File: config.mk
export PLATFORM = sky130hd
export DESIGN_NAME = serial_subtractor
export DESIGN_NICKNAME = d
export VERILOG_FILES = /design/src/rtl/serial_subtractor.sv
export SDC_FILE = /design/constraint.sdc
export NUM_CORES = 1
export LEC_CHECK = 0
export ABC_CLOCK_PERIOD_IN_PS = 3150
export BUFFER_PORTS_ARGS = -buffer_cell sky130_fd_sc_hd__buf_2
export CORE_ASPECT_RATIO = 1.4
export CORE_UTILIZATION = 55
export CTS_CLUSTER_DIAMETER = 30
export CTS_CLUSTER_SIZE = 28
export DETAILED_ROUTE_END_ITERATION = 10
export PLACE_DENSITY = 0.85
export SLEW_MARGIN = 20
export SYNTH_ARGS = -nofsm -noshare
export SYNTH_HDL_FRONTEND = slang
export SYNTH_SLANG_ARGS = --single-unit
File: constraint.sdc
create_clock -name clk -period 3.15 [get_ports clk]
set_input_delay 0.1575 -clock clk [delete_from_list [all_inputs] [get_ports clk]]
set_output_delay 0.1575 -clock clk [all_outputs]
set_load 0.02 [all_outputs]
File: src/rtl/serial_subtractor.sv
// Bit-serial WIDTH-bit subtractor: diff = a - b, one full-subtractor step per clock, LSB first.
// Optional SUB_SIGNED_OVF_EN adds a registered two's-complement overflow flag (ovf).
module serial_subtractor #(
  parameter int unsigned WIDTH = 8
) (
  input  logic             clk,
  input  logic             resetn,
  input  logic             start,
  input  logic [WIDTH-1:0] a,
  input  logic [WIDTH-1:0] b,
  output logic             busy,
  output logic             done,
  output logic [WIDTH-1:0] diff,
  output logic             bout
`ifdef SUB_SIGNED_OVF_EN
  ,
  output logic             ovf
`endif
);

  localparam int unsigned CW = (WIDTH > 1) ? $clog2(WIDTH) : 1;

  typedef enum logic [1:0] {IDLE, SHIFT, DONE} state_t;

  state_t           state;
  logic [WIDTH-1:0] sa;
  logic [WIDTH-1:0] sb;
  logic [WIDTH-1:0] part;
  logic             br;
  logic [CW-1:0]    cnt;
  logic             d;
  logic             bnext;

`ifdef SUB_SIGNED_OVF_EN
  // sa/sb are consumed by shifting, so the operand sign bits are kept aside
  logic             amsb;
  logic             bmsb;
`endif

  always_comb begin
    d     = sa[0] ^ sb[0] ^ br;
    bnext = (~sa[0] & sb[0]) | (~(sa[0] ^ sb[0]) & br);
  end

  always_ff @(posedge clk) begin
    if (!resetn) begin
      state <= IDLE;
      busy  <= 1'b0;
      done  <= 1'b0;
      diff  <= '0;
      bout  <= 1'b0;
      sa    <= '0;
      sb    <= '0;
      part  <= '0;
      br    <= 1'b0;
      cnt   <= '0;
`ifdef SUB_SIGNED_OVF_EN
      ovf   <= 1'b0;
      amsb  <= 1'b0;
      bmsb  <= 1'b0;
`endif
    end else begin
      case (state)
        IDLE: begin
          busy <= 1'b0;
          done <= 1'b0;
          if (start) begin
            sa    <= a;
            sb    <= b;
            br    <= 1'b0;
            cnt   <= '0;
            part  <= '0;
            busy  <= 1'b1;
            state <= SHIFT;
`ifdef SUB_SIGNED_OVF_EN
            amsb  <= a[WIDTH-1];
            bmsb  <= b[WIDTH-1];
`endif
          end
        end
        SHIFT: begin
          part <= {d, part[WIDTH-1:1]};
          sa   <= {1'b0, sa[WIDTH-1:1]};
          sb   <= {1'b0, sb[WIDTH-1:1]};
          br   <= bnext;
          cnt  <= cnt + 1'b1;
          if (cnt == CW'(WIDTH - 1)) begin
            diff  <= {d, part[WIDTH-1:1]};
            bout  <= bnext;
            busy  <= 1'b0;
            done  <= 1'b1;
            state <= DONE;
`ifdef SUB_SIGNED_OVF_EN
            ovf   <= (amsb != bmsb) && (d != amsb);
`endif
          end
        end
        DONE: begin
          done  <= 1'b0;
          busy  <= 1'b0;
          state <= IDLE;
        end
        default: begin
          state <= IDLE;
          busy  <= 1'b0;
          done  <= 1'b0;
        end
      endcase
    end
  end

endmodule

* Word level (Yosys, flattened, before mapping)
Index checks and enable logic that the tools add are counted.
** Storage, ports and cells
- Register bits after elaboration :: 41
- Input bits :: 19
- Output and inout bits :: 11
- Logic and storage cells :: 44
** Operators by class
- Add/sub/neg operators :: 1
- Eq/ne operators :: 4
- Multiplexer cells :: 16
- Bitwise gates (word level) :: 7
- Reductions and logical operators :: 6
** Operators with widths (count)
- case mux 8 bit (2 select lines) :: 3
- two-way mux 8 bit :: 3
- AND reduction 2 bit :: 4
- case mux 3 bit (2 select lines) :: 1
- two-way mux 2 bit :: 2
- != test 2 bit, second input constant :: 2
- case mux 1 bit (2 select lines) :: 2
- case mux 2 bit (2 select lines) :: 1
- adder 3 x 1 -> 3 bit, second input constant :: 1
- == test 3 bit, second input constant :: 1
- two-way mux 1 bit :: 3
- two-way mux 3 bit :: 1
- AND 1 bit :: 2
- == test 2 x 1 -> 1 bit, second input constant :: 1
- logical NOT 2 bit :: 1
- inverter 1 bit :: 2
- nonzero test 2 bit :: 1
- bitwise XOR 1 bit :: 2
- OR 1 bit :: 1

* Longest topological paths before layout
- Depth in word-level cells :: 5
- Mapped depth :: 6
- Gate-level depth less buffers :: 5

* Worst setup path after synthesis
OpenSTA, ideal clock, no wires.
- Kind :: register to register
- Start point :: register cnt[0]
- End point :: register bout
- Library setup time :: 0.087 ns
- Arrival time :: 1.176 ns
- Required time :: 3.063 ns
- Path slack :: 1.887 ns
- Stages on the path, launching flop included :: 7
- Buffers on the path :: 1
- Period minus slack after synthesis :: 1.263 ns
- Cells stage by stage :: dfxtp_1 > ha_1 > ha_1 > nand3b_2 > buf_2 > nand3_1 > o31ai_1
** Between the ends
- Cells in the longest elaborated chain, start to end :: 2
** RTL lines
- start: declaration :: line 30 : logic [CW-1:0] cnt;
- start signal: assignment :: line 86 : cnt <= cnt + 1'b1;
- == test 3 bit :: line 87 : if (cnt == CW'(WIDTH - 1)) begin
- AND reduction 2 bit (no line)
- end signal: assignment :: line 89 : bout <= bnext;
- end: declaration :: line 14 : output logic bout
No other way between the ends.
A chain may end at the register's enable or synchronous reset.

* Final worst setup path
- Start point :: register state[0]
- End point :: register sa[7]
** Between the ends
- Cells in the longest elaborated chain, start to end :: 3
- Elaborated cells on any way between the ends :: 6
- Classes of those cells :: 2 x eq/ne; 1 x mux; 3 x reduce/logical
** RTL lines
- start: declaration :: line 25 : state_t state;
- start signal: assignment :: line 47 : state <= IDLE;
- start signal: assignment :: line 74 : state <= SHIFT;
- start signal: assignment :: line 92 : state <= DONE;
- == test 2 x 1 -> 1 bit or logical NOT 2 bit (tied branches) :: line 63 : case (state)
- nonzero test 2 bit (no line) or != test 2 bit (tied branches)
- AND reduction 2 bit (no line)
- end signal: assignment :: line 83 : sa <= {1'b0, sa[WIDTH-1:1]};
- end: declaration :: line 26 : logic [WIDTH-1:0] sa;
Parallel ways exist; a longest one is shown, timed or not.

==> flow_summary.ini <==
[yosys]
synthDistinctLibCells = 27
synthCells = 166
ys_warn_count = 0
ys_seq_area_share_pct = 50.6
synth_edf_count = 0
syn_avg_cell_area_um2 = 9.53
async_reset_ff_share_pct = 0
yosys.area.top_type = dfxtp_1
synth_top_area_share_pct = 50.6
synth_area_leaders = dfxtp_1, mux2i_1, o211ai_1
synth_ff_type = dfxtp_1
netlist_area_mm2 = 0.00158
synth.most_common_cell = dfxtp_1
syn_nets = 188
synth-seq-cells = 40
synth_common_cells = dfxtp_1, nand2_1, o21ai_0

[global_route]
grt_max_degree = 40
globalRouteTotalUtil_pct = 24.0
antenna_found_initial = 0
grt_pass1_vias = 1233
grt_overflow_total = 0
grt_pass1_wl_um = 5240

[sta]
slew_headroom_pct = 48.3
worst_slew_pin_slew_ns = 0.775
final.period_utilization_pct = 58.5
finalSetupViolCount = 0
max_freq_mhz = 543
period_needed_ns = 1.84
hold_viol_final = 0
setup_tns_ns = 0
clock_skew_ns = 0.0118
drv_slew = 0
rsz0062_at_grt = no

[clock_tree]
clk_path_buf_depth = 2
postCtsHoldBufs = 0
cts_tree = done
worstSkewPairLatency_ns = 0.35
clock_sink_count = 40
post_cts_buffers = 0
h-tree-depth = 2
cts_made_buffers = 5
cts_resized = 0
cts_root_buf = clkbuf_4
path_clk_slew_ns = 0.12

[detailed_routing]
vias_per_cell = 5.72
drcViolationCount = 0
routed_wirelength_um = 3070
first_pass_iters = 4
ant_nets = 0
drtIter0Drc = 22
wl_per_cell_um = 13.5
vias = 1298

[die]
die_y_um = 65.5
io-pin-count = 30
dieWidth_um = 47.3
core-area_mm2 = 0.00267
start_util_pct = 59.2
placementRows = 22
die_area_mm2 = 0.00310

[critical_path]
cp-start-kind = register
critPathCaptureType = register
cp.arrival_ns = 2.12
cp_cell_sequence = buf_4, nor2_2, nor2_1, o22ai_1
critical_path_class = register to register
slowest_stage = nor2_2
critical_path.max_stage_delay_ns = 0.61
crit_path_max_fanout = 20
cp.required_ns = 3.43

[final_layout]
utilization_pct = 67.6
drive_gt1_share_pct = 22.0
finalNonFillerCells = 227
final_nets = 212
nFillCells = 228
antenna_cells = 0
syn_to_final_growth_pct = 14.1

[placed_design]
detailed_place_hpwl_um = 2040
placed_cells = 219
gp_congestion = 0.723
io_buffers = 29

[power]
vdd_drop_max_v = 0.000560
pwr_density_cell_mw_per_mm2 = 549
p_leak_nw = 0.714

[flow_run]
maxCapViolCount = 0

[hold_path]
hp-class = input port to register

[status]
outcome = finished, final reports clean
[sequential cells by signal, indices dropped and copies added, names as in the netlist]
signal  count
part        7
cnt         3
sb          8
diff        8
br          1
state       2
busy        1
sa          8
bout        1
done        1
[through the flow]
stage / power, mW / setup slack (ns) / cell area [um^2] / hold slack, ns
final: 0.991 / 1.31 / 1800 / 0.0709
after global routing: 1.03 / 1.18 / 1800 / 0.0701
after CTS: 0.996 / 1.34 / 1800 / 0.0679
after detailed placement: 0.631 / 1.36 / 1710 / 0.432
after global placement: 0.626 / 1.48 / 1710 / 0.420
after floorplan: 0.608 / 1.89 / 1580 / 0.316
[layout make-up]
cell class | instances | area, um^2 | area share, %
inverters | 4 | 15.0 | 0.832
clock buffers | 7 | 65.1 | 3.61
repair buffers | 30 | 153 | 8.46
clock inverters | 1 | 30.0 | 1.66
multi-input cells | 109 | 696 | 38.6
well taps | 36 | 45.0 | 2.50
flip-flops and latches | 40 | 801 | 44.4
[layer usage]
layer  GRT usage (%)  vias to the layer above  wire, um  part of all wire (%)
li1                -                      657         -                     -
met1            26.5                      603      1310                    43
met2            40.2                       32      1550                    51
met4            8.57                        0        52                   1.7
met3            8.79                        6       152                   5.0
met5               0                        -         0                     0
[cell usage in the layout, fill, tap and decap left out, types with 2 or more instances in the layout]
| cell type | netlist | final |
|---|---|---|
| dfxtp_1 | 40 | 40 |
| buf_2 | 5 | 29 |
| nand2_1 | 16 | 16 |
| o21ai_0 | 16 | 16 |
| mux2i_1 | 15 | 15 |
| o211ai_1 | 14 | 14 |
| o21ai_1 | 10 | 10 |
| nand3_1 | 9 | 9 |
| o22ai_1 | 9 | 9 |
| clkbuf_4 | 0 | 5 |
| nor2_1 | 4 | 4 |
| a21oi_1 | 4 | 4 |
| inv_1 | 3 | 3 |
| ha_1 | 2 | 2 |
| clkbuf_8 | 0 | 2 |
[kinds of logic (layout without fill, tap and decap cells)]
logic type | after synthesis | after routing | synth area share (%)
and+or+nand+nor | 36 | 36 | 10.9
buffers and inverters | 17 | 42 | 5.38
adders and majority gates | 3 | 3 | 2.85
muxes | 15 | 15 | 9.49
DFF | 40 | 40 | 50.6
AOI/OAI and AO/OA | 55 | 55 | 20.7
[final timing paths]
| path | from | end | slack (ns) | depth (start not counted) |
|---|---|---|---|---|
| worst min register to register | diff[2]$_SDFFE_PN0P_ | diff[2]$_SDFFE_PN0P_ | 0.47 | 2 |
| worst max-delay path | state[0]$_SDFFE_PN0P_ | sa[7]$_SDFFE_PN0P_ | 1.31 | 4 |
| worst min-delay path | a[5] | sa[5]$_SDFFE_PN0P_ | 0.07 | 3 |
| worst max register to register | state[0]$_SDFFE_PN0P_ | sa[7]$_SDFFE_PN0P_ | 1.31 | 4 |
[report_power, final]
group | internal [mW] | total (mW) | switching (mW)
combinational | 0.0343 | 0.0848 | 0.0505
sequential | 0.525 | 0.535 | 0.0103
clock | 0.211 | 0.371 | 0.160
[critical path, delay by kind of cell, from the launching register on]
family / cells / cell delay, ns
simple gates: 2 / 0.97
compound gates: 1 / 0.25
flops: 1 / 0.32
buf+inv: 1 / 0.22
Note: power is estimated with default switching activity, not from simulation.
